### src/rtl/rcv.sv
// rcv - 8N1 serial line receiver (LSB first, idle-high line).
//
// Sits between the board RX pin and the flash programmer's command parser.
// Each received byte is presented on parallel_out with a full/read handshake.
//
// Ports:
//   clk           system clock
//   reset         synchronous, active-high reset
//   serial_in     asynchronous RX line, idle high
//   read          one-cycle pulse: consumer has taken parallel_out
//   full          a byte is valid on parallel_out
//   parallel_out  last received byte
//   frame_err     stop bit of the last byte sampled low
//   overrun       (only with RCV_OVERRUN_EN) a byte was overwritten unread
//
// Optional feature: define RCV_OVERRUN_EN to add the sticky overrun flag.
// Without it, a byte arriving while full==1 silently overwrites the old one.
//
// Parameters:
//   BIT_TICKS   clk cycles per bit (count register is 11 bits wide)
//   HALF_TICKS  cycles from the detected start edge to mid start bit

module rcv #(
  parameter int BIT_TICKS  = 1303,
  parameter int HALF_TICKS = BIT_TICKS / 2
) (
  input  logic       clk,
  input  logic       reset,
  input  logic       serial_in,
  input  logic       read,
  output logic       full,
  output logic [7:0] parallel_out,
  output logic       frame_err
`ifdef RCV_OVERRUN_EN
  ,
  output logic       overrun
`endif
);

  localparam logic [10:0] BIT_LOAD  = 11'(BIT_TICKS - 1);
  localparam logic [10:0] HALF_LOAD = 11'(HALF_TICKS);

  typedef enum logic [2:0] {
    IDLE,
    START,
    DATA,
    STOP,
    BREAK
  } state_t;

  state_t      state;
  logic        sync1;
  logic        rx;
  logic [7:0]  shift;
  logic [10:0] count;
  logic [2:0]  bitcnt;
  logic        tick;

  // count free-runs downwards; every state that waits on it reloads it,
  // so its value only matters between a reload and the next tick.
  assign tick = (count == 11'd0);

  always_ff @(posedge clk) begin
    if (reset) begin
      state        <= IDLE;
      sync1        <= 1'b1;
      rx           <= 1'b1;
      shift        <= 8'h00;
      count        <= 11'd0;
      bitcnt       <= 3'd0;
      full         <= 1'b0;
      parallel_out <= 8'h00;
      frame_err    <= 1'b0;
`ifdef RCV_OVERRUN_EN
      overrun      <= 1'b0;
`endif
    end else begin
      sync1 <= serial_in;
      rx    <= sync1;
      count <= count - 11'd1;

      // Consumer handshake; a load in the STOP branch below overrides this.
      if (read) begin
        full <= 1'b0;
`ifdef RCV_OVERRUN_EN
        overrun <= 1'b0;
`endif
      end

      case (state)
        IDLE: begin
          if (!rx) begin
            state <= START;
            count <= HALF_LOAD;
          end
        end

        START: begin
          if (tick) begin
            if (!rx) begin
              state  <= DATA;
              count  <= BIT_LOAD;
              bitcnt <= 3'd0;
            end else begin
              // Line went back high before mid start bit: glitch, ignore.
              state <= IDLE;
            end
          end
        end

        DATA: begin
          if (tick) begin
            shift  <= {rx, shift[7:1]};
            count  <= BIT_LOAD;
            bitcnt <= bitcnt + 3'd1;
            if (bitcnt == 3'd7) begin
              state <= STOP;
            end
          end
        end

        STOP: begin
          if (tick) begin
            parallel_out <= shift;
            full         <= 1'b1;
            frame_err    <= ~rx;
`ifdef RCV_OVERRUN_EN
            if (full && !read) begin
              overrun <= 1'b1;
            end
`endif
            // A low stop bit means the line may be held in break; do not
            // treat the continuing low level as a new start bit.
            state <= rx ? IDLE : BREAK;
          end
        end

        BREAK: begin
          if (rx) begin
            state <= IDLE;
          end
        end

        default: state <= IDLE;
      endcase
    end
  end

endmodule
### config.mk
export PLATFORM = sky130hd
export DESIGN_NAME = rcv
export DESIGN_NICKNAME = d
export VERILOG_FILES = /design/src/rtl/rcv.sv
export SDC_FILE = /design/constraint.sdc
export NUM_CORES = 1
export LEC_CHECK = 0
export ABC_AREA = 0
export CAP_MARGIN = 20
export CORE_UTILIZATION = 60
export DETAILED_ROUTE_END_ITERATION = 10
export HOLD_SLACK_MARGIN = 0.12
export PLACE_DENSITY = 0.83
export SYNTH_ARGS = -nofsm -noshare
export SYNTH_HDL_FRONTEND = slang
export SYNTH_SLANG_ARGS = --single-unit
### constraint.sdc
create_clock -name clk -period 3.9 [get_ports clk]
set_clock_uncertainty 0.2 [all_clocks]
set_input_delay 0.39 -clock clk [delete_from_list [all_inputs] [get_ports clk]]
set_output_delay 0.39 -clock clk [all_outputs]
set_load 0.02 [all_outputs]
Yosys cells after proc, flatten, opt, wreduce, memory -nomap -nowiden
Cells that the tools add are included.

storage, ports and cells
  register bits = 37
  input bits = 4
  output and inout bits = 10
  logic and storage cells = 52

operators by class
  add/subtract/negate cells = 2
  eq/ne operators = 12
  muxes and demuxes = 21
  bitwise operators = 1
  reduce and logical (&&, ||, !) cells = 7

operator list
  cell                     number
  $mux W11                 4
  $pmux W11 S3             1
  $mux W3                  10
  $pmux W3 S5              1
  $ne A2 B2 Y1 const B     7
  $logic_not A11 Y1        1
  $sub A11 B1 Y11 const B  1
  $eq A3 B2 Y1 const B     2
  $eq A3 B3 Y1 const B     2
  $pmux W3 S2              1
  $reduce_and A6 Y1        1
  $reduce_and A2 Y1        2
  $reduce_and A4 Y1        1
  $add A3 B1 Y3 const B    1
  $eq A3 B1 Y1 const B     1
  $logic_not A3 Y1         1
  $mux W1                  3
  $mux W2                  1
  $reduce_bool A2 Y1       1
  $not A1 Y1               1

Depth between registers and ports, before layout
Gate-level depths: netlist of run 1.

  word-level depth = 4
  mapped depth = 7
  depth with buffers taken out = 6

Worst setup path before layout of run 1
Ideal clock, no wire load.

  kind = reg-to-reg
  start point = register count[0]
  end point = register count[5]
  library setup time = 0.132 ns
  arrival time = 1.529 ns
  required time = 3.568 ns
  setup slack = 2.039 ns
  cell stages (with the launch flop) = 7
  buffers on the path = 0
  clock period less this slack = 1.861 ns
  cell sequence = dfxtp_1 inv_1 ha_1 nor4b_2 nand3_4 o311ai_0 nor2_1

between the ends
  word-level cells in the longest chain between the ends = 4
  elaborated cells on any way between the ends = 7
  those cells by class = 1 x add/sub; 5 x mux; 1 x reduce/logical

ends and longest elaborated chain
  item                      RTL line  text
  start: declaration        55        logic [10:0] count;
  start signal: assignment  80        count <= count - 11'd1;
  $sub A11 B1 Y11           80
  $mux W11                  100       if (!rx) begin
  $mux W11                  99        if (tick) begin
  $pmux W11 S3 (*)          90        case (state)

Mark *: on every way between the ends. The rest lies on a longest branch, timed or not.
A chain may end at the register's enable or synchronous reset.

Final worst setup path of run 1
  start point = register count[0]
  end point = register frame_err

between the ends
  word-level cells in the longest chain between the ends = 2

ends and longest elaborated chain
  item                                RTL line  text
  $logic_not A11 Y1                   61        assign tick = (count == 11'd0);
  $reduce_and A2 Y1 (no source line)  --
  end signal: assignment              126       frame_err <= ~rx;
  end: declaration                    33        output logic frame_err

Every way passes these cells.

==> results.yml, run 1 <==
synth:
  syn-num-nets: 170
  synth.largest_area_cell: "dfxtp_1"
  yosysWarnings: 0
  synthXorXnorAreaFrac_pct: 4.423
  ys_ff_latch: 37
  syn_area_per_cell_um2: 9.778
  synthArstFlopShare_pct: 0
  synth.top_cells.by_area: "dfxtp_1 (47%), mux2i_1 (11%), nor2_1 (5.9%), xor2_1 (3.9%), ha_1 (3.2%)"
  synthMuxAreaShare_pct: 12.09
  synthSimpleGateAreaFrac_pct: 21.56
  synth-adder-area-share_pct: 3.160
  yosysTopAreaCellShare_pct: 46.76
  synthFlopType: "dfxtp_1"
  synth-edff-count: 0
  ys_seq_area_share_pct: 46.76
  netlist_instances: 162
  synth_top_family_by_area: "simple AND/OR/NAND/NOR gates"
  synth_compound_area_share_pct: 7.978
  ys_types: 38
  netlist_area_um2: 1584
setup_path:
  r2r-start: "count[0]"
  timing.rr.end: "frame_err"
  critPathMaxFanout: 12
  cp_data_arrival_time_ns: 2.62
  end_kind: "flop"
  r2r_cells: 6
  crit_path_start_kind: "flop"
  startpoint: "count[0]"
  criticalPathCategory: "flop to flop"
  r2r_setup_slack_ns: 1.36
  required_ns: 3.97
placed_design:
  placedCellCount: 197
  io_buffers: 13
  hpwl_mm: 1.953
  place.gp.congestion: 0.7859
finish:
  seq_area_um2: 740.7
  fin_nets: 182
  antennaDiodeCount: 0
  nFillCells: 195
  multi_input_area_um2: 779.5
  drive_gt1_share_pct: 8.046
  area_growth_pct: 11.93
  fin_cells: 204
grt:
  grt-ovfl-total: 0
  grt_pass1_vias: 1061
  grt_pass1_wl_mm: 4.733
  grt_antenna_before_repair: 0
  grt_max_degree: 32
  track_usage_pct: 23.78
routing:
  drt_iter0_drc: 12
  dr_wl_met2_mm: 1.372
  totalWireLength_mm: 2.801
  drtAntennaViolNets: 0
  dr_total_vias: 1161
  avgRoutedWirePerCell_um: 13.73
  detailedRoute.firstPassIterationCount: 2
  avgViaCountPerCell: 5.691
  wl_met3_um: 94
  drt-met1-wl_mm: 1.298
  highest_layer: "met4"
  route.detailed.drc: 0
clocking:
  cts_setup_buffers: 0
  cts_buffers: 5
  cts_resized: 0
  clk_latency_ns: 0.34
  numClockSinks: 37
  cts_tree: "built"
  path_clk_slew_ns: 0.11
  hold_buffers: 0
  cts-root-buf: "clkbuf_4"
  cts_buffer_depth: 2
  htree_levels: 2
sta:
  rsz0062_at_grt: "false"
  setup_viol: 0
  min_period_ns: 2.542
  hold_viol: 0
  fmax_ghz: 0.3934
  final_max_slew_viol_count: 0
  tns_ns: 0
  slew_headroom_pct: 53.90
  whs_ns: 0.2210
  worst_pin_slew_ns: 0.6895
  min_period_over_period_pct: 65.17
power_and_ir_drop:
  vdd_ir_drop_max_mv: 0.3632
  fin_total_pwr_uw: 790.4
  power.density_nw_per_um2: 445.8
  p_leak_nw: 0.7144
run:
  cap_violations: 0
worst_hold_path:
  holdPathEnd: "rx"
  hold_path.startpoint: "sync1"
  hold_path.class: "flop to flop"
  whs_path_depth: 1
floorplan:
  die_h_um: 53.38
  rows: 18
  core-area_um2: 2477
  die_x_um: 53.38
  initial_core_util_pct: 63.94
  num_io_pins: 14
  design.die.area_um2: 2849
run_status:
  outcome: "finished clean"
-- cell families after synthesis --
logic type,Yosys count
adder cells (fa/ha/maj),4
AND/OR/NAND/NOR,61
XOR/XNOR,8
AO/OA/AOI/OAI,19
buffers and inverters,14
flip-flops,37
multiplexers,19
-- worst max-delay path by stage --
stage                      to  slack, ns  cells past startpoint
global route        frame_err       1.17                      6
detailed placement  frame_err       1.38                      6
floorplan            count[5]       2.04                      6
finish              frame_err       1.36                      6
global placement    frame_err       1.53                      6
CTS                 frame_err       1.38                      6
-- state kept, by name, indices dropped and copies added (netlist names) --
name / cells
sync1: 1
shift: 8
frame_err: 1
bitcnt: 3
state: 3
full: 1
count: 11
rx: 1
parallel_out: 8
-- per-stage QoR --
step | instance area, µm² | utilization, % | setup slack [ns]
finish | 1773 | 71.57 | 1.358
global route | 1773 | 71.57 | 1.168
CTS | 1773 | 71.57 | 1.377
detailed placement | 1714 | 69.19 | 1.379
global placement | 1714 | 69.19 | 1.526
floorplan | 1584 | - | 2.039
-- area by class of cell --
class	count	share of cell area (%)
clock inverters	1	0.4234
well taps	30	2.117
inverters	5	1.059
multi-input cells	111	43.97
clock buffers	6	2.893
flip-flops and latches	37	41.78
repair buffers	14	7.763
-- placed cells by master, fill, tap and decap left out, types with 4 or more instances in the layout --
| master | instances |
|---|---|
| nor2_1 | 25 |
| nand4_1 | 4 |
| nand2_1 | 7 |
| mux2i_1 | 18 |
| nor3_1 | 5 |
| clkbuf_4 | 5 |
| inv_1 | 5 |
| dfxtp_1 | 37 |
| ha_1 | 4 |
| clkdlybuf4s50_1 | 13 |
| xor2_1 | 7 |
| a21oi_1 | 8 |
-- worst max-delay path, stage by stage (launching register included) --
cell,delay (ns)
dfxtp_1,0.33
inv_1,0.12
ha_1,0.17
nor4b_2,0.42
nand4_1,0.66
or2_0,0.42
a21oi_1,0.15
-- cells in the mapped netlist (3+ instances only) --
cell / instances
dfxtp_1: 37
nor2_1: 25
mux2i_1: 18
a21oi_1: 8
clkbuf_1: 7
nand2_1: 7
xor2_1: 7
inv_1: 5
nor3_1: 5
ha_1: 4
nand4_1: 4
nand3_1: 3
-- report_power, final --
group          internal, mW  leakage (nW)  total (mW)  switching [mW]
Combinational        0.0621         0.383       0.145          0.0832
Clock                0.0844        0.0303       0.207           0.123
Sequential            0.406         0.301       0.438          0.0321
-- per-layer routing --
metal / up-vias / GRT usage [%]
met4: 0 / 7.895
met3: 4 / 9.195
met1: 558 / 27.87
li1: 588 / -
met5: - / 0
met2: 11 / 39.17
Power figures use the tool's default switching activity.
==> inputs of run 2 (changes only) <==
--- a/config.mk
+++ b/config.mk
@@ -7,10 +7,10 @@
 export LEC_CHECK = 0
 export ABC_AREA = 0
 export CAP_MARGIN = 20
-export CORE_UTILIZATION = 60
+export CORE_UTILIZATION = 55
 export DETAILED_ROUTE_END_ITERATION = 10
 export HOLD_SLACK_MARGIN = 0.12
-export PLACE_DENSITY = 0.83
+export PLACE_DENSITY = 0.77
 export SYNTH_ARGS = -nofsm -noshare
 export SYNTH_HDL_FRONTEND = slang
 export SYNTH_SLANG_ARGS = --single-unit
==> constraint.sdc (replaced) <==
create_clock -name clk -period 2.4 [get_ports clk]
set_clock_uncertainty 0.2 [all_clocks]
set_input_delay 0.24 -clock clk [delete_from_list [all_inputs] [get_ports clk]]
set_output_delay 0.24 -clock clk [all_outputs]
set_load 0.02 [all_outputs]
==> run 2 against run 1 <==
Effect of this change: sequential share of layout area is 0.50 points lower; register-to-register slack got worse by 1.2 ns; die area increased by 8.7%; count of clock-buffer cells in the layout increased by 2; flip-flop and latch count unchanged; worst hold slack worse by 0.0035 ns; sequential power grew 63%; clock power increased by 50%; critical endpoint is now count[6]; cell count grew 2.9%; global-route usage decreased by 1.7 points.
==> results.yml, run 2 (synthesized netlist as in run 1, its figures left out) <==
setup_path:
  cpPeakStageDelay_ns: 0.53
  worst_path_max_delay_cell: "o311ai_0"
  cp_data_arrival_time_ns: 2.27
  crit_buf_inv: 1
  crit_family: "simple AND/OR/NAND/NOR gates"
  crit_chain: "inv_1 > ha_1 > nor4b_2 > nand3_4 > o311ai_0 > nor2_1"
  critPathMaxFanout: 8
  timing.rr.end: "count[6]"
  r2r_setup_slack_ns: 0.16
  criticalPathCategory: "flop to flop"
  crit_path_start_kind: "flop"
  required_ns: 2.43
  r2r-start: "count[0]"
  end_kind: "flop"
  r2r_cells: 6
grt:
  grt-busiest-layer: "met2"
  use_met2_pct: 35.46
  grt-ovfl-total: 0
  grt_antenna_before_repair: 0
  track_usage_pct: 22.04
  use_met1_pct: 26.34
  grt_util_met3_pct: 5.116
  grt_pass1_vias: 1199
  grt_max_degree: 16
  grt_pass1_wl_mm: 5.285
finish:
  largest_reg_flops: 11
  regMostFlops: "count"
  fin_nets: 186
  drive_gt1_share_pct: 8.939
  nFillCells: 231
  antennaDiodeCount: 0
  area_growth_pct: 13.27
  finalInstanceArea_um2: 1794
  final_common_cell: "dfxtp_1"
  final_cell_mix: "dfxtp_1 (37), nor2_1 (25), mux2i_1 (18)"
  reg_top3: "count: 11 flops, parallel_out: 8 flops, shift: 8 flops"
floorplan:
  die_x_um: 55.67
  num_io_pins: 14
  design.die.area_um2: 3099
  core-area_um2: 2734
  die_h_um: 55.67
  initial_core_util_pct: 57.94
  rows: 19
sta:
  fmax_ghz: 0.4461
  min_period_over_period_pct: 93.40
  min_period_ns: 2.242
  rsz0062_at_grt: "false"
  tns_ns: 0
  setup_ws_ns: 0.1585
  hold_viol: 0
  worst_pin_slew_ns: 0.6037
  slew_headroom_pct: 59.45
  setup_viol: 0
  final_max_slew_viol_count: 0
placed_design:
  place.gp.congestion: 0.8524
  hpwl_mm: 2.193
  place_ws_ns: 0.2384
  placed_area_um2: 1745
  io_buffers: 13
clocking:
  cts_setup_buffers: 0
  cts-root-buf: "clkbuf_4"
  htree_levels: 2
  path_clk_slew_ns: 0.11
  hold_buffers: 0
  cts_buffer_depth: 2
  cts_buffers: 5
  cts_tree: "built"
  numClockSinks: 37
  clk_latency_ns: 0.35
  cts_resized: 0
routing:
  avgRoutedWirePerCell_um: 14.70
  drtAntennaViolNets: 0
  totalWireLength_mm: 3.086
  avgViaCountPerCell: 5.833
  detailedRoute.firstPassIterationCount: 4
  route.detailed.drc: 0
  drt_iter0_drc: 46
  dr_total_vias: 1225
power_and_ir_drop:
  p_leak_nw: 0.7292
  vdd_ir_drop_max_mv: 0.5454
  power.density_nw_per_um2: 708.2
worst_hold_path:
  holdPathEnd: "rx"
  hold_path.startpoint: "sync1"
  whs_path_depth: 1
  hold_path.class: "flop to flop"
run:
  cap_violations: 0
run_status:
  outcome: "finished clean"
==> run 2: changes by cell type in the layout (fill, tap and decap cells not counted) <==
| cell | change |
|---|---|
| buf_4 | +4 |
| clkbuf_1 | +3 |
| clkinvlp_4 | -1 |
| clkbuf_8 | -1 |
==> run 2: worst max path at each step <==
stage | from | to | slack [ns] | depth (start not counted)
final | count[0] | count[6] | 0.16 | 6
after CTS | count[0] | count[6] | 0.20 | 6
after global routing | count[0] | count[6] | 0.03 | 6
after floorplan | count[0] | count[5] | 0.54 | 6
after detailed placement | count[0] | count[6] | 0.24 | 6
after global placement | count[0] | parallel_out[3] | 0.39 | 7
==> run 2: metrics by stage <==
| step | cells | hold WS, ns | total power, mW | util [%] |
|---|---|---|---|---|
| after detailed placement | 202 | 0.1977 | 0.9667 | 63.84 |
| final | 210 | 0.2175 | 1.271 | 65.63 |
| after global placement | 202 | 0.1953 | 0.9522 | 63.84 |
| after floorplan | 162 | 0.1438 | 0.9081 | - |
| after CTS | 210 | 0.2215 | 1.267 | 65.63 |
| after global routing | 210 | 0.2456 | 1.325 | 65.63 |
==> run 2: area by class of cell <==
class,instances,area [µm²],share of cell area [%]
clock buffer,8,48.80,2.720
inverter,5,18.77,1.046
multi-input combinational,111,779.5,43.44
sequential,37,740.7,41.28
tap,31,38.79,2.162
timing repair buffer,18,167.7,9.345
==> run 2: metal layers <==
layer | vias up | routed length [µm]
met5 | - | 0
met4 | 0 | 78
met3 | 10 | 129
met2 | 40 | 1510
met1 | 574 | 1367
li1 | 601 | -
==> run 2: report_power, final <==
| group | switching, mW | internal (mW) | total, mW |
|---|---|---|---|
| logic | 0.146 | 0.102 | 0.247 |
| clock network | 0.193 | 0.117 | 0.310 |
| registers | 0.0546 | 0.659 | 0.714 |
==> inputs of run 3 (changes only) <==
--- a/config.mk
+++ b/config.mk
@@ -7,7 +7,10 @@
 export LEC_CHECK = 0
 export ABC_AREA = 0
 export CAP_MARGIN = 20
+export CORE_ASPECT_RATIO = 0.75
 export CORE_UTILIZATION = 55
+export CTS_CLUSTER_DIAMETER = 40
+export CTS_CLUSTER_SIZE = 12
 export DETAILED_ROUTE_END_ITERATION = 10
 export HOLD_SLACK_MARGIN = 0.12
 export PLACE_DENSITY = 0.77
==> run 3 against run 2 <==
Effect of this change: count of clock-buffer cells in the layout is 2 lower; worst setup slack worse by 0.026 ns; sequential share of layout area shrank 0.76 points; routed wire length down 2.9%; worst hold slack lost 0.0066 ns; clock power rose by 33%; critical path type unchanged; critical endpoint is now parallel_out[6].
==> results.yml, run 3 (synthesized netlist as in run 1, its figures left out) <==
power_and_ir_drop:
  vdd_ir_drop_max_mv: 0.5459
  fin_total_pwr_mw: 1.394
  power.density_nw_per_um2: 762.3
  p_leak_nw: 0.7427
grt:
  grt_max_degree: 25
  grt_pass1_wl_mm: 5.216
  grt_util_met3_pct: 6.604
  grt-ovfl-total: 0
  use_met2_pct: 30.85
  grt-busiest-layer: "met1"
  use_met1_pct: 31.00
  track_usage_pct: 22.18
  grt_antenna_before_repair: 0
  grt_pass1_vias: 1135
finish:
  area_growth_pct: 15.40
  fin_nets: 185
  reg_top3: "count: 11 flops, parallel_out: 8 flops, shift: 8 flops"
  regMostFlops: "count"
  drive_gt1_share_pct: 10.11
  final_cell_mix: "dfxtp_1 (37), nor2_1 (25), mux2i_1 (18)"
  postLayoutCoreUtil_pct: 68.66
  antennaDiodeCount: 0
  final_common_cell: "dfxtp_1"
  nFillCells: 219
  fin_cells: 214
  largest_reg_flops: 11
floorplan:
  initial_core_util_pct: 59.49
  design.die.area_um2: 3101
  die_x_um: 63.97
  rows: 16
  die_h_um: 48.48
  core-area_um2: 2663
  num_io_pins: 14
sta:
  worst_pin_slew_ns: 0.5508
  slew_headroom_pct: 62.23
  final_max_slew_viol_count: 0
  setup_ws_ns: 0.1328
  setup_viol: 0
  hold_viol: 0
  min_period_ns: 2.267
  tns_ns: 0
  min_period_over_period_pct: 94.47
  fmax_ghz: 0.4411
run_status:
  outcome: "finished clean"
setup_path:
  startpoint: "count[0]"
  r2r-start: "count[0]"
  criticalPathCategory: "flop to flop"
  cp_data_arrival_time_ns: 2.25
  required_ns: 2.38
  end_kind: "flop"
  critPathMaxFanout: 8
  crit_path_start_kind: "flop"
worst_hold_path:
  hold_path.startpoint: "sync1"
  hold_path.class: "flop to flop"
placed_design:
  place.gp.congestion: 0.8582
  hpwl_mm: 2.114
  place_ws_ns: 0.1326
  io_buffers: 13
  placedCellCount: 206
routing:
  totalWireLength_mm: 2.996
  detailedRoute.firstPassIterationCount: 4
  route.detailed.drc: 0
  dr_total_vias: 1185
  avgRoutedWirePerCell_um: 14.00
  avgViaCountPerCell: 5.537
  drt_iter0_drc: 53
  drtAntennaViolNets: 0
clocking:
  htree_levels: 2
  hold_buffers: 0
  cts_tree: "built"
  cts-root-buf: "clkbuf_8"
  cts_buffer_depth: 2
  numClockSinks: 37
  path_clk_slew_ns: 0.07
  cts_buffers: 5
  cts_setup_buffers: 0
  cts_resized: 0
  clk_latency_ns: 0.29
run:
  cap_violations: 0
## run 3: cell type report
cell class | count | area [µm²] | area share, %
clock buffer | 6 | 72.57 | 3.970
clock inverter | 2 | 10.01 | 0.5476
inverter | 5 | 18.77 | 1.027
multi-input combinational | 111 | 780.7 | 42.71
sequential | 37 | 740.7 | 40.52
tap | 36 | 45.04 | 2.464
timing repair buffer | 17 | 160.2 | 8.761
## run 3: stage by stage
step                hold WS (ns)  area (µm²)
finish                    0.2109        1828
global route              0.2178        1828
CTS                       0.2141        1827
detailed placement        0.1990        1744
global placement          0.1934        1744
floorplan                 0.1438        1584
## run 3: report_power, final
part           internal, mW  leakage, nW  switching, mW
sequential            0.659        0.301         0.0528
clock                 0.201       0.0450          0.211
combinational         0.119        0.397          0.150
total                 0.979        0.743          0.414
## run 3: worst max-delay path, stage by stage (launching register included)
cell and delay [ns]:
dfxtp_1 0.33, inv_1 0.12, ha_1 0.16, nor4b_2 0.46, nand4_1 0.37, buf_4 0.30, mux2i_1 0.17, nor2_1 0.05
## run 3: metal layers
layer	share of wire, %	wire length, µm	up-vias
met5	0	0	-
met4	2.5	75	0
met3	6.1	184	10
met2	41	1238	37
met1	50	1498	536
li1	-	-	602
## run 3: final timing paths
path | endpoint | slack (ns) | depth (start not counted)
worst max-delay path | parallel_out[6] | 0.13 | 7
worst min-delay path | rx | 0.21 | 1
worst max register to register | parallel_out[6] | 0.13 | 7
worst min register to register | rx | 0.21 | 1
